`config.mk`:
```
export PLATFORM = sky130hd
export DESIGN_NAME = timer_regs
export DESIGN_NICKNAME = d
export VERILOG_FILES = /design/src/rtl/timer_pkg.sv /design/src/rtl/timer_regs.sv
export SDC_FILE = /design/constraint.sdc
export NUM_CORES = 1
export LEC_CHECK = 0
export ABC_AREA = 0
export BUFFER_PORTS_ARGS = -buffer_cell sky130_fd_sc_hd__buf_2
export CAP_MARGIN = 20
export CORE_MARGIN = 2
export CORE_UTILIZATION = 45
export DETAILED_ROUTE_END_ITERATION = 16
export PLACE_DENSITY_LB_ADDON = 0.25
export SETUP_SLACK_MARGIN = 0.05
export SLEW_MARGIN = 10
export SYNTH_ARGS = -nofsm -noshare
export SYNTH_HDL_FRONTEND = slang
export SYNTH_SLANG_ARGS = --single-unit
```
`constraint.sdc`:
```
create_clock -name clk -period 3.8 [get_ports clk]
set_input_delay 0.38 -clock clk [delete_from_list [all_inputs] [get_ports clk]]
set_output_delay 0.38 -clock clk [all_outputs]
set_load 0.1 [all_outputs]
```
`src/rtl/timer_pkg.sv`:
```
// Shared constants for the timer and its APB register bank: register offsets,
// CTRL/STATUS bit positions and the counter width common to both blocks.
package timer_pkg;

  localparam int unsigned CNT_W  = 64;
  localparam int unsigned DATA_W = 32;

  // Byte offsets of the register map
  localparam int unsigned CTRL_OFS   = 'h00;
  localparam int unsigned STATUS_OFS = 'h04;
  localparam int unsigned CMP_LO_OFS = 'h08;
  localparam int unsigned CMP_HI_OFS = 'h0C;
  localparam int unsigned CNT_LO_OFS = 'h10;
  localparam int unsigned CNT_HI_OFS = 'h14;

  // CTRL bit positions
  localparam int unsigned CTRL_EN_BIT    = 0;
  localparam int unsigned CTRL_IE_BIT    = 1;
  localparam int unsigned CTRL_AR_BIT    = 2;
  localparam int unsigned CTRL_START_BIT = 3;

  // STATUS bit positions
  localparam int unsigned STAT_PEND_BIT = 0;
  localparam int unsigned STAT_IRQ_BIT  = 1;

endpackage

```
`src/rtl/timer_regs.sv`:
```
// APB3 register bank in front of the timer. Holds control bits, an atomic
// 64-bit compare value, a sticky pending flag with level interrupt, and a
// snapshot register for tear-free 64-bit counter reads.
//
// Ports:
//   clk, rst          - clock, async active-low reset
//   psel..pwdata      - APB3 request; prdata/pready/pslverr response
//   cmp_value         - 64-bit compare value to the timer
//   start_timer       - one-cycle start pulse
//   timer_en, interrupt_en, auto_reload - timer control levels
//   done, irq, counter - status from the timer
//   irq_out           - CPU interrupt (pending & interrupt_en), registered
module timer_regs
  import timer_pkg::*;
#(
  parameter int unsigned           ADDR_W    = 5,
  parameter logic [CNT_W-1:0]      CMP_RESET = '0
) (
  input  logic              clk,
  input  logic              rst,
  input  logic              psel,
  input  logic              penable,
  input  logic              pwrite,
  input  logic [ADDR_W-1:0] paddr,
  input  logic [DATA_W-1:0] pwdata,
  output logic [DATA_W-1:0] prdata,
  output logic              pready,
  output logic              pslverr,
  output logic [CNT_W-1:0]  cmp_value,
  output logic              start_timer,
  output logic              timer_en,
  output logic              interrupt_en,
  output logic              auto_reload,
  input  logic              done,
  input  logic              irq,
  input  logic [CNT_W-1:0]  counter,
  output logic              irq_out
);

  localparam int unsigned HI_W = CNT_W - DATA_W;

  logic [CNT_W-1:0]  r_cmp_value;
  logic [DATA_W-1:0] r_cmp_lo_shadow;
  logic [HI_W-1:0]   r_cnt_hi_snap;
  logic              r_timer_en;
  logic              r_interrupt_en;
  logic              r_auto_reload;
  logic              r_start_timer;
  logic              r_pending;
  logic              r_irq_out;

  logic w_access;
  logic w_sel_ctrl, w_sel_status, w_sel_cmp_lo, w_sel_cmp_hi, w_sel_cnt_lo, w_sel_cnt_hi;
  logic w_mapped, w_misaligned, w_err;
  logic w_wr, w_rd;
  logic w_pending_next, w_ie_next;

  // Address decode and error classification
  assign w_access     = psel & penable;
  assign w_sel_ctrl   = (paddr == ADDR_W'(CTRL_OFS));
  assign w_sel_status = (paddr == ADDR_W'(STATUS_OFS));
  assign w_sel_cmp_lo = (paddr == ADDR_W'(CMP_LO_OFS));
  assign w_sel_cmp_hi = (paddr == ADDR_W'(CMP_HI_OFS));
  assign w_sel_cnt_lo = (paddr == ADDR_W'(CNT_LO_OFS));
  assign w_sel_cnt_hi = (paddr == ADDR_W'(CNT_HI_OFS));
  assign w_mapped     = w_sel_ctrl | w_sel_status | w_sel_cmp_lo | w_sel_cmp_hi
                      | w_sel_cnt_lo | w_sel_cnt_hi;
  assign w_misaligned = |paddr[1:0];
  assign w_err        = w_access & (w_misaligned | ~w_mapped
                                    | (pwrite & (w_sel_cnt_lo | w_sel_cnt_hi)));
  assign w_wr         = w_access & pwrite & ~w_err;
  assign w_rd         = w_access & ~pwrite & ~w_err;

  // A done in the same cycle as a clear wins, so the event is never lost
  assign w_pending_next = done | (r_pending & ~(w_wr & w_sel_status & pwdata[STAT_PEND_BIT]));
  assign w_ie_next      = (w_wr & w_sel_ctrl) ? pwdata[CTRL_IE_BIT] : r_interrupt_en;

  // Read mux: zero outside a successful read access
  always_comb begin
    prdata = '0;
    if (w_rd) begin
      if (w_sel_ctrl) begin
        prdata[CTRL_EN_BIT] = r_timer_en;
        prdata[CTRL_IE_BIT] = r_interrupt_en;
        prdata[CTRL_AR_BIT] = r_auto_reload;
      end
      if (w_sel_status) begin
        prdata[STAT_PEND_BIT] = r_pending;
        prdata[STAT_IRQ_BIT]  = irq;
      end
      if (w_sel_cmp_lo) prdata = r_cmp_value[DATA_W-1:0];
      if (w_sel_cmp_hi) prdata = DATA_W'(r_cmp_value[CNT_W-1:DATA_W]);
      if (w_sel_cnt_lo) prdata = counter[DATA_W-1:0];
      if (w_sel_cnt_hi) prdata = DATA_W'(r_cnt_hi_snap);
    end
  end

  // Register state
  always_ff @(posedge clk or negedge rst) begin
    if (!rst) begin
      r_cmp_value     <= CMP_RESET;
      r_cmp_lo_shadow <= '0;
      r_cnt_hi_snap   <= '0;
      r_timer_en      <= 1'b0;
      r_interrupt_en  <= 1'b0;
      r_auto_reload   <= 1'b0;
      r_start_timer   <= 1'b0;
      r_pending       <= 1'b0;
      r_irq_out       <= 1'b0;
    end else begin
      r_start_timer <= w_wr & w_sel_ctrl & pwdata[CTRL_START_BIT];
      if (w_wr & w_sel_ctrl) begin
        r_timer_en     <= pwdata[CTRL_EN_BIT];
        r_interrupt_en <= pwdata[CTRL_IE_BIT];
        r_auto_reload  <= pwdata[CTRL_AR_BIT];
      end
      if (w_wr & w_sel_cmp_lo) r_cmp_lo_shadow <= pwdata;
      // Both halves land on one edge so the timer never sees a torn compare
      if (w_wr & w_sel_cmp_hi) r_cmp_value <= {HI_W'(pwdata), r_cmp_lo_shadow};
      if (w_rd & w_sel_cnt_lo) r_cnt_hi_snap <= counter[CNT_W-1:DATA_W];
      r_pending <= w_pending_next;
      r_irq_out <= w_pending_next & w_ie_next;
    end
  end

  assign pready       = 1'b1;
  assign pslverr      = w_err;
  assign cmp_value    = r_cmp_value;
  assign start_timer  = r_start_timer;
  assign timer_en     = r_timer_en;
  assign interrupt_en = r_interrupt_en;
  assign auto_reload  = r_auto_reload;
  assign irq_out      = r_irq_out;

endmodule

```
Word-level counts from Yosys, hierarchy flattened:

Cells that the tools add are included.

* input bits: 108
* output and inout bits: 103
* word-level logic and storage cells: 53
* register bits after elaboration: 134

* reduce and logical (&&, ||, !) cells: 2
* bitwise logic cells: 29
* eq/ne operators: 5
* multiplexer cells: 8

Operator list (number)
* 32-bit two-way mux: 5
* 1-bit AND: 16
* 5-bit by 4-bit == test with 1-bit output (second input constant): 2
* 5-bit == test (second input constant): 2
* 1-bit bitwise OR: 9
* 5-bit by 3-bit == test with 1-bit output (second input constant): 1
* 5-bit zero test: 1
* 1-bit inverter: 4
* 3-bit two-way mux: 1
* 2-bit two-way mux: 1
* 2-bit OR reduction: 1
* 1-bit two-way mux: 1

Longest topological paths before layout:

Gate-level depths: netlist of the first run.

* word-level depth: 18
* mapped depth: 6
* gate-level depth less buffers: 3

Worst setup path before layout of the first run:

No wires, ideal clock.

* kind: input -> output
* start point: in paddr[2]
* end point: out prdata[20]
* data required time: 3420 ps
* data arrival time: 3053 ps
* stages: 6
* setup slack: 367 ps
* buffers on the path: 3
* path through: buf_2 > nor3b_2 > buf_2 > buf_2 > nand3_1 > a41oi_1

* longest elaborated chain between the ends: 13
* elaborated cells between the ends (all ways): 24
* those cells by class: eq/ne: 5; mux: 5; bitwise: 13; reduce/logical: 1

RTL lines
* from (decl): RTL line timer_regs.sv:24 `input logic [ADDR_W-1:0] paddr,`
* 5-bit by 3-bit == test with 1-bit output / 5-bit zero test (equally long branches): RTL line timer_regs.sv:61, timer_regs.sv:60
* 1-bit bitwise OR (3 in series): RTL line timer_regs.sv:66 `assign w_mapped = w_sel_ctrl | w_sel_status | w_sel_cmp_lo | w_sel_cmp_hi`
* 1-bit bitwise OR (2 in series): RTL line timer_regs.sv:67 `| w_sel_cnt_lo | w_sel_cnt_hi;`
* 1-bit inverter: RTL line timer_regs.sv:69 `assign w_err = w_access & (w_misaligned | ~w_mapped`
* 1-bit bitwise OR: RTL line timer_regs.sv:69
* 1-bit bitwise OR: RTL line timer_regs.sv:70 `| (pwrite & (w_sel_cnt_lo | w_sel_cnt_hi)));`
* 1-bit AND: RTL line timer_regs.sv:69
* 1-bit inverter: RTL line timer_regs.sv:72 `assign w_rd = w_access & ~pwrite & ~w_err;`
* 1-bit AND: RTL line timer_regs.sv:72
* 32-bit two-way mux (*): RTL line timer_regs.sv:81 `if (w_rd) begin`
* to (decl): RTL line timer_regs.sv:26 `output logic [DATA_W-1:0] prdata,`

Every way passes the cells marked *; elsewhere a longest branch is shown, timed or not.

Worst setup path in the final report of the first run:

* start point: in paddr[0]
* end point: out prdata[31]

The elaborated chain is that of the path after synthesis.

==> results of run 1 <==
[area by class of cell]
type,instances,area share
clock inverters,14,0.0169
flip-flops and latches,134,0.415
repair buffers,219,0.145
well taps,180,0.0278
multi-input cells,323,0.342
clock buffers,17,0.0526
inverters,2,0.000928
[state kept, by name, summed over array words and instances (netlist names)]
name	cells
irq_out	1
r_pending	1
auto_reload	1
timer_en	1
r_cmp_lo_shadow	32
r_cnt_hi_snap	32
cmp_value	64
start_timer	1
interrupt_en	1
[metrics by stage]
| step | cells | instance area, um^2 |
|---|---|---|
| final | 889 | 8090 |
| after global routing | 889 | 8090 |
| after global placement | 857 | 7510 |
| after CTS | 888 | 8070 |
| after floorplan | 506 | 6350 |
| after detailed placement | 857 | 7510 |
[cell families after synthesis]
| family | count (synthesis) |
|---|---|
| buffers and inverters | 49 |
| flip-flops | 134 |
| other | 1 |
| AND/OR/NAND/NOR | 142 |
| AO/OA/AOI/OAI | 44 |
| multiplexers | 136 |
[where the power goes]
part,total [mW],switching (mW),internal (mW),leakage (nW)
clock,1.54,0.588,0.955,0.278
sequential,1.58,0.0588,1.52,1.83
combinational,0.594,0.434,0.160,1.94
[per-layer routing]
layer,track usage,routed length (um),part of all wire
met1,0.293,6860,0.42
met2,0.345,7830,0.48
met3,0.0469,1150,0.071
met4,0.0905,401,0.025
met5,0,0,0
[worst paths after layout]
| path | from | endpoint | slack [ns] | cells after the start |
|---|---|---|---|---|
| min | rst | auto_reload$_DFFE_PN0P_ | 0.02 | 1 |
| min reg2reg | r_cmp_lo_shadow[2]$_DFFE_PN0P_ | cmp_value[2]$_DFFE_PN0P_ | 0.49 | 1 |
| min in group clk | counter[38] | r_cnt_hi_snap[6]$_DFFE_PN0P_ | 0.19 | 2 |
| max | paddr[0] | prdata[31] | 0.91 | 6 |
| max reg2reg | cmp_value[1]$_DFFE_PN0P_ | cmp_value[1]$_DFFE_PN0P_ | 2.98 | 1 |
| max in group asynchronous | rst | r_cnt_hi_snap[23]$_DFFE_PN0P_ | 2.92 | 2 |
[cells in the final DEF, fill, tap and decap left out, types with 2 or more instances in the layout]
| cell type | n |
|---|---|
| and3_1 | 3 |
| or3b_2 | 2 |
| clkbuf_16 | 17 |
| nor2b_4 | 2 |
| mux2_4 | 20 |
| o21ai_0 | 2 |
| a22oi_1 | 2 |
| a41oi_1 | 28 |
| inv_1 | 2 |
| mux2_2 | 108 |
| dfrtp_1 | 134 |
| a21oi_1 | 2 |
| nand3_1 | 113 |
| buf_4 | 6 |
| clkinv_4 | 2 |
| clkinvlp_4 | 2 |
| clkinv_2 | 7 |
| nand2_1 | 5 |
| buf_12 | 3 |
| buf_2 | 208 |
| nor2_1 | 6 |
| mux2i_1 | 6 |
| mux2_1 | 2 |
| bufinv_16 | 2 |
| nand2b_1 | 2 |
| a32oi_1 | 2 |
[critical path: stages]
cell and delay, ns:
buf_2 0.14, nand4bb_1 0.46, a211o_1 0.61, buf_8 0.26, a41oi_1 0.19, buf_2 0.46
==> results.sh, run 1 <==
export IMPL_globalplace_congestion=0.850
export IMPL_row_count=43
export IMPL_syn_area_mm2=0.00635
export IMPL_overflow=0
export IMPL_die_h_um=123
export IMPL_crit_required_ns=3.42
export IMPL_synth_adder_area_share=0
export IMPL_fillCellCount=1160
export IMPL_cts_root_buf="clkbuf_16"
export IMPL_post_route_util=0.585
export IMPL_ys_warn_count=0
export IMPL_cts_hold_fix_buffers=0
export IMPL_grt_max_degree=84
export IMPL_rsz0062_at_grt="false"
export IMPL_post_drt_wl_per_cell_um=18.3
export IMPL_detail_route_wirelength_mm=16.2
export IMPL_syn_instance_count=506
export IMPL_clockBufferDepth=2
export IMPL_grt_first_pass_wirelength_mm=25.5
export IMPL_firstDrtPassIters=4
export IMPL_fmax_mhz=345
export IMPL_hold_violations=0
export IMPL_synthToLayoutAreaGrowth_pct=27.3
export IMPL_yosys_top_cells_count="134 x dfrtp_1, 113 x nand3_1, 108 x mux2_2"
export IMPL_synth_cell_types=41
export IMPL_vdd_ir_drop_max_uv=307
export IMPL_end_kind="primary output"
export IMPL_finalCritPeriodShare=0.762
export IMPL_io_pins=211
export IMPL_synthFlopType="dfrtp_1"
export IMPL_start_util=0.459
export IMPL_synth_area_leaders="dfrtp_1 53%, mux2_2 19%, nand3_1 8.9%, mux2_4 4.7%, a41oi_1 3.9%"
export IMPL_numClockSinks=134
export IMPL_drive_gt1_frac=0.547
export IMPL_insertedDiodeCount=0
export IMPL_arrival_ns=2.51
export IMPL_avgSynthCellArea_um2=12.6
export IMPL_vias_per_cell=5.68
export IMPL_yosysMostFrequentCell="dfrtp_1"
export IMPL_synth_edf_count=0
export IMPL_fp_dieW_um=123
export IMPL_htree_levels=4
export IMPL_grt_pass1_vias=4970
export IMPL_setup_tns_ns=0
export IMPL_synthArstFlopShare=1.00
export IMPL_routed_via_count=5050
export IMPL_worst_slack_ns=0.905
export IMPL_clock_skew_ns=0.00544
export IMPL_drc=0
export IMPL_finalCriticalPeriod_ns=2.89
export IMPL_cp_start_kind="input pin"
export IMPL_ys_ff_latch=134
export IMPL_cts_setup_buffers=0
export IMPL_track_usage=0.219
export IMPL_yosys_area_top_type="dfrtp_1"
export IMPL_hpwl_mm=11.0
export IMPL_antenna_left=0
export IMPL_path_class="in -> out"
export IMPL_path_clk_slew_ns=0.05
export IMPL_power_density_cell_area_mw_per_mm2=459
export IMPL_drtIter0Drc=354
export IMPL_outcome="finished clean"
export IMPL_synth_fp_nets=614
export IMPL_dieArea_mm2=0.0151
export IMPL_cts_resized=0
export IMPL_coreArea_mm2=0.0138
export IMPL_slew_violations=0
export IMPL_slew_headroom=0.477
export IMPL_setup_viol=0
export IMPL_ys_seq_area_frac=0.528
export IMPL_finalPower_mw=3.72
export IMPL_synth_compound_area_frac=0.0579
export IMPL_worstSkewPairLatency_ns=0.40
export IMPL_synth_top_family_by_area="multiplexers"
export IMPL_synth_top_cell_area_share=0.528
export IMPL_synthMuxAreaShare=0.252
export IMPL_worst_slew_pin_transition_ns=0.784
export IMPL_multi_input_area_mm2=0.00277
export IMPL_portBuffers=209
export IMPL_hold_class="in -> async"
export IMPL_p_leak_nw=4.05
export IMPL_seq_area_mm2=0.00335
export IMPL_nets=805
export IMPL_numCtsBuffers=17
export IMPL_hold_slack_ns=0.0205
export IMPL_tritoncts="done"
export IMPL_maxCapViolations=0
export IMPL_path_max_fanout=15
export IMPL_synth_xor_area_frac=0
export IMPL_place_ws_ns=0.778
export IMPL_antenna_found_initial=0
export IMPL_synth_simple_gate_area_frac=0.122
No activity file was read; power rests on OpenSTA's default activity.
==> inputs of run 2 (changes only) <==
==> constraint.sdc (replaced) <==
create_clock -name clk -period 2.6 [get_ports clk]
set_input_delay 0.26 -clock clk [delete_from_list [all_inputs] [get_ports clk]]
set_output_delay 0.26 -clock clk [all_outputs]
set_load 0.1 [all_outputs]
==> run 2 against run 1 <==
Compared with the run above:
- first-iteration DRC count decreased by 31%
- largest cell class unchanged
- routed wire length grew 8.0%
- cell area is 9.3% higher
- utilization increased by 5.5 points
- clock skew about the same
- critical endpoint is now prdata[2]
- count of clock-buffer cells in the layout up 3
- via count down 0.24%
- sequential power increased by 46%
- final cell count up 0.79%
- worst setup slack worse by 0.58 ns
- largest power group is now the clock network
- worst hold slack better by 0.052 ns
- die area is the same
==> results.sh, run 2 (synthesized netlist as in run 1, its figures left out) <==
export IMPL_dieArea_mm2=0.0151
export IMPL_final_cell_mix="179 x buf_2, 134 x dfrtp_1, 113 x nand3_1"
export IMPL_antenna_found_initial=3
export IMPL_layout_commonest_cell="buf_2"
export IMPL_routed_via_count=5038
export IMPL_hold_class="in -> reg"
export IMPL_firstDrtPassIters=4
export IMPL_power_density_cell_area_mw_per_mm2=645
export IMPL_crit_required_ns=2.34
export IMPL_vdd_ir_drop_max_uv=472
export IMPL_cp_start_kind="register"
export IMPL_post_drt_wl_per_cell_um=19.6
export IMPL_fmax_mhz=440
export IMPL_drc=0
export IMPL_p_leak_nw=4.18
export IMPL_end_kind="primary output"
export IMPL_numCtsBuffers=17
export IMPL_cts_setup_buffers=0
export IMPL_io_pins=211
export IMPL_path_buf_inv=1
export IMPL_outcome="finished clean"
export IMPL_hold_slack_ns=0.0728
export IMPL_globalplace_congestion=0.836
export IMPL_path_class="reg -> out"
export IMPL_crit_slowest_cell="or3b_2"
export IMPL_post_route_util=0.640
export IMPL_antenna_left=0
export IMPL_finalPower_mw=5.70
export IMPL_nets=812
export IMPL_fp_dieW_um=123
export IMPL_row_count=43
export IMPL_rsz0062_at_grt="false"
export IMPL_overflow=0
export IMPL_maxCapViolations=0
export IMPL_clock_skew_ns=0.00527
export IMPL_path_max_fanout=3
export IMPL_path_clk_slew_ns=0.06
export IMPL_grt_first_pass_wirelength_mm=27.5
export IMPL_cts_root_buf="clkbuf_16"
export IMPL_die_h_um=123
export IMPL_finalCritPeriodShare=0.873
export IMPL_track_usage=0.242
export IMPL_cp_cell_sequence="or3b_2, a21oi_1, o221a_2, buf_2"
export IMPL_hpwl_mm=12.3
export IMPL_setup_tns_ns=0
export IMPL_largest_register_ffs=64
export IMPL_synthToLayoutAreaGrowth_pct=39.2
export IMPL_arrival_ns=2.01
export IMPL_finalCriticalPeriod_ns=2.27
export IMPL_clockBufferDepth=2
export IMPL_worst_slack_ns=0.329
export IMPL_setup_viol=0
export IMPL_tritoncts="done"
export IMPL_detail_route_wirelength_mm=17.5
export IMPL_slew_headroom=0.371
export IMPL_coreArea_mm2=0.0138
export IMPL_hold_violations=0
export IMPL_htree_levels=4
export IMPL_worst_slew_pin_transition_ns=0.943
export IMPL_slowest_delay_ns=0.45
export IMPL_portBuffers=209
export IMPL_slew_violations=0
export IMPL_grt_pass1_vias=5223
export IMPL_worstSkewPairLatency_ns=0.41
export IMPL_grt_max_degree=73
export IMPL_numClockSinks=134
export IMPL_vias_per_cell=5.62
export IMPL_drive_gt1_frac=0.590
export IMPL_drtIter0Drc=243
export IMPL_critPathTopFamily="simple AND/OR/NAND/NOR gates"
export IMPL_place_ws_ns=0.347
export IMPL_start_util=0.459
-- run 2: changes by cell type in the layout (fill, tap and decap cells not counted), sizes merged --
cell and change:
inv -1, diode +1, bufinv +2, dlygate4sd3 +1, clkinv -4, clkbuf +3, buf +6, clkinvlp -1
-- run 2: worst reg2reg max path, stage by stage (launching register included) --
cell and delay, ns:
dfrtp_1 0.38, o32a_1 0.18, a21boi_0 0.14
-- run 2: report_power, final --
group	internal (mW)	total, mW	switching [mW]
Sequential	2.22	2.31	0.0912
Clock	1.66	2.51	0.851
Combinational	0.239	0.880	0.640
-- run 2: final timing paths --
kind | to | slack [ns] | startpoint | cells after the start
worst max-delay path | prdata[2] | 0.33 | auto_reload$_DFFE_PN0P_ | 4
worst min-delay path | r_cnt_hi_snap[6]$_DFFE_PN0P_ | 0.07 | counter[38] | 2
worst max register to register | irq_out$_DFF_PN0_ | 1.76 | r_pending$_DFF_PN0_ | 2
worst min register to register | cmp_value[4]$_DFFE_PN0P_ | 0.49 | r_cmp_lo_shadow[4]$_DFFE_PN0P_ | 1
max in group asynchronous | cmp_value[30]$_DFFE_PN0P_ | 1.59 | rst | 3
min in group asynchronous | r_pending$_DFF_PN0_ | 0.30 | rst | 2
-- run 2: per-layer routing --
layer,wire length [um],track usage
met1,7320,0.304
met2,8790,0.399
met3,1120,0.0669
met4,287,0.0869
met5,27,0
-- run 2: repair_timing --
action                                  CTS  global route
endpoints found under the hold margin    35             0
endpoints found under the setup margin    0             0
hold buffers                              1             0
resized for setup                         0             0
-- run 2: stage by stage --
| step | instances | cell area, um^2 |
|---|---|---|
| floorplan | 506 | 6560 |
| global route | 896 | 8840 |
| global placement | 864 | 8210 |
| detailed placement | 864 | 8210 |
| finish | 896 | 8840 |
| CTS | 895 | 8840 |
-- run 2: cell type report --
cell class              instances  area, um^2
clock inverters                10         153
diodes                          1        2.50
flip-flops and latches        134        3350
well taps                     180         225
multi-input cells             323        2980
inverters                       2        7.51
repair buffers                226        1660
fillers                      1051        4980
clock buffers                  20         467
==> inputs of run 3 (changes only) <==
--- a/config.mk
+++ b/config.mk
@@ -5,10 +5,10 @@
 export SDC_FILE = /design/constraint.sdc
 export NUM_CORES = 1
 export LEC_CHECK = 0
-export ABC_AREA = 0
+export ABC_AREA = 1
 export BUFFER_PORTS_ARGS = -buffer_cell sky130_fd_sc_hd__buf_2
 export CAP_MARGIN = 20
-export CORE_MARGIN = 2
+export CORE_MARGIN = 8
 export CORE_UTILIZATION = 45
 export DETAILED_ROUTE_END_ITERATION = 16
 export PLACE_DENSITY_LB_ADDON = 0.25
==> run 3 against run 2 <==
Compared with the run above:
- fmax up 2.1%
- critical endpoint is now prdata[30]
- largest power group unchanged
- final cell count up 40%
- power down 13%
- sequential power down 6%
- die area up 24%
==> results.sh, run 3 <==
export IMPL_outcome="finished clean"
export IMPL_finalCritPeriodShare=0.855
export IMPL_switching_power_mw=1.34
export IMPL_synthFlopType="dfrtp_1"
export IMPL_cp_start_kind="input pin"
export IMPL_grt_pass1_vias=6126
export IMPL_synth_simple_gate_area_frac=0.254
export IMPL_hold_slack_ns=0.0410
export IMPL_placed_cells=1223
export IMPL_coreArea_mm2=0.0144
export IMPL_maxCapViolations=0
export IMPL_track_usage=0.226
export IMPL_post_drt_wl_per_cell_um=16.6
export IMPL_io_pins=211
export IMPL_placed_area_mm2=0.00833
export IMPL_routed_via_count=6320
export IMPL_synth_cell_types=24
export IMPL_row_count=44
export IMPL_dieArea_mm2=0.0187
export IMPL_drc=0
export IMPL_reg2reg_to="irq_out$_DFF_PN0_"
export IMPL_start_util=0.457
export IMPL_syn_instance_count=866
export IMPL_setup_worst_path_end="prdata[30]"
export IMPL_grt_max_degree=53
export IMPL_p_clk_frac=0.453
export IMPL_ys_seq_area_frac=0.511
export IMPL_overflow=0
export IMPL_startpoint="paddr[1]"
export IMPL_yosys_area_top_type="dfrtp_1"
export IMPL_post_route_util=0.619
export IMPL_finalPower_mw=4.98
export IMPL_r2r_start="interrupt_en$_DFF_PN0_"
export IMPL_synth_compound_area_frac=0.146
export IMPL_final_cell_mix="246 x nand2_1, 176 x buf_2, 134 x dfrtp_1"
export IMPL_p_leak_nw=4.83
export IMPL_slew_headroom=0.653
export IMPL_fp_dieW_um=137
export IMPL_worst_slew_pin_transition_ns=0.524
export IMPL_synth_fp_nets=974
export IMPL_synth_top_family_by_area="simple AND/OR/NAND/NOR gates"
export IMPL_power_frac_seq=0.433
export IMPL_ys_ff_latch=134
export IMPL_path_max_fanout=35
export IMPL_synth_edf_count=0
export IMPL_ff2ff_setup_slack_ns=1.80
export IMPL_syn_area_mm2=0.00656
export IMPL_largest_register_ffs=64
export IMPL_avgSynthCellArea_um2=7.58
export IMPL_p_sw_frac=0.269
export IMPL_hold_violations=0
export IMPL_ys_warn_count=0
export IMPL_drtIter0Drc=490
export IMPL_fmax_mhz=450
export IMPL_synth_area_leaders="dfrtp_1 51%, nand2_1 14%, o21ai_0 9.0%, nor2_1 8.2%, inv_1 4.5%"
export IMPL_numClockSinks=134
export IMPL_cts_resized=0
export IMPL_rsz0062_at_grt="false"
export IMPL_slew_violations=0
export IMPL_worstSkewPairLatency_ns=0.42
export IMPL_cts_root_buf="clkbuf_16"
export IMPL_layout_commonest_cell="nand2_1"
export IMPL_grt_first_pass_wirelength_mm=32.8
export IMPL_synth_top_cell_area_share=0.511
export IMPL_firstDrtPassIters=7
export IMPL_synth_adder_area_share=0
export IMPL_hold_class="in -> reg"
export IMPL_place_ws_ns=0.416
export IMPL_nets=1167
export IMPL_setup_tns_ns=0
export IMPL_finalCriticalPeriod_ns=2.22
export IMPL_final_area_mm2=0.00889
export IMPL_layoutNonFillerInstCount=1255
export IMPL_synthArstFlopShare=1.00
export IMPL_vdd_ir_drop_max_uv=381
export IMPL_clock_skew_ns=0.00902
export IMPL_tritoncts="done"
export IMPL_setup_viol=0
export IMPL_end_kind="primary output"
export IMPL_globalplace_congestion=0.874
export IMPL_numCtsBuffers=17
export IMPL_portBuffers=209
export IMPL_internal_power_mw=3.64
export IMPL_synthMuxAreaShare=0
export IMPL_yosysMostFrequentCell="nand2_1"
export IMPL_yosys_top_cells_count="246 x nand2_1, 144 x nor2_1, 134 x dfrtp_1"
export IMPL_clockBufferDepth=2
export IMPL_power_density_cell_area_mw_per_mm2=560
export IMPL_path_clk_slew_ns=0.06
export IMPL_arrival_ns=1.96
export IMPL_worst_slack_ns=0.376
export IMPL_die_h_um=137
export IMPL_reg2reg_depth=4
export IMPL_crit_required_ns=2.34
export IMPL_synth_xor_area_frac=0
export IMPL_htree_levels=4
export IMPL_path_class="in -> out"
export IMPL_hpwl_mm=15.5
export IMPL_p_comb_frac=0.114
export IMPL_detail_route_wirelength_mm=20.9
export IMPL_drive_gt1_frac=0.279
export IMPL_vias_per_cell=5.04
export IMPL_synthToLayoutAreaGrowth_pct=35.4
export IMPL_antenna_found_initial=4
export IMPL_antenna_left=0
-- run 3: cell types whose count changed after synthesis, moves of 28 or more --
| cell | before | now |
|---|---|---|
| nor2_1 | 6 | 144 |
| mux2_2 | 108 | 0 |
| a41oi_1 | 28 | 0 |
| inv_1 | 2 | 78 |
| nand2_1 | 5 | 246 |
| o21ai_0 | 2 | 118 |
| nand3_1 | 113 | 4 |
-- run 3: routing by layer --
layer,track usage,vias to the layer above,share of wire
met5,0,-,0.0015
met4,0.0682,6,0.013
met3,0.0738,24,0.11
met2,0.337,235,0.45
met1,0.307,2925,0.43
li1,-,3130,-
-- run 3: cell type report --
cell class	instances	area, um^2
Clock buffer	22	474
Multi-Input combinational cell	596	2710
Sequential cell	134	3350
Clock inverter	8	76.3
Tap cell	184	230
Inverter	80	300
Fill cell	1328	5480
Timing Repair Buffer	230	1740
Antenna cell	1	2.50
-- run 3: power by group through the flow --
stage / sequential, mW / combinational (mW) / clock (mW)
finish: 2.16 / 0.569 / 2.25
global route: 2.16 / 0.611 / 2.38
CTS: 2.16 / 0.574 / 2.28
detailed placement: 2.19 / 0.571 / 0
global placement: 2.19 / 0.567 / 0
floorplan: 2.39 / 0.143 / 0
-- run 3: logic make-up after synthesis --
| family | Yosys count |
|---|---|
| simple gates | 417 |
| compound gates | 178 |
| buf+inv | 136 |
| flops | 134 |
| other cells | 1 |
-- run 3: worst min-delay path by stage --
stage / start / endpoint / slack [ns] / cells after the start
CTS: counter[40] / r_cnt_hi_snap[8]$_DFFE_PN0P_ / 0.03 / 3
finish: counter[40] / r_cnt_hi_snap[8]$_DFFE_PN0P_ / 0.04 / 3
detailed placement: rst / r_cnt_hi_snap[24]$_DFFE_PN0P_ / 0.24 / 1
floorplan: rst / auto_reload$_DFFE_PN0P_ / -0.04 / 0
global placement: rst / r_cnt_hi_snap[24]$_DFFE_PN0P_ / 0.24 / 1
global route: counter[59] / r_cnt_hi_snap[27]$_DFFE_PN0P_ / 0.03 / 3
-- run 3: what timing repair did --
action                    4_1_cts  5_1_grt
buffers inserted                0        0
hold endpoints to repair       48        0
hold buffers                    1        0
-- run 3: worst max-delay path: stages --
cell and delay [ns]:
buf_2 0.12, nor2_4 0.34, nand3_2 0.12, buf_4 0.27
o22ai_1 0.40, nor2_1 0.09, nor2_2 0.14, buf_12 0.19
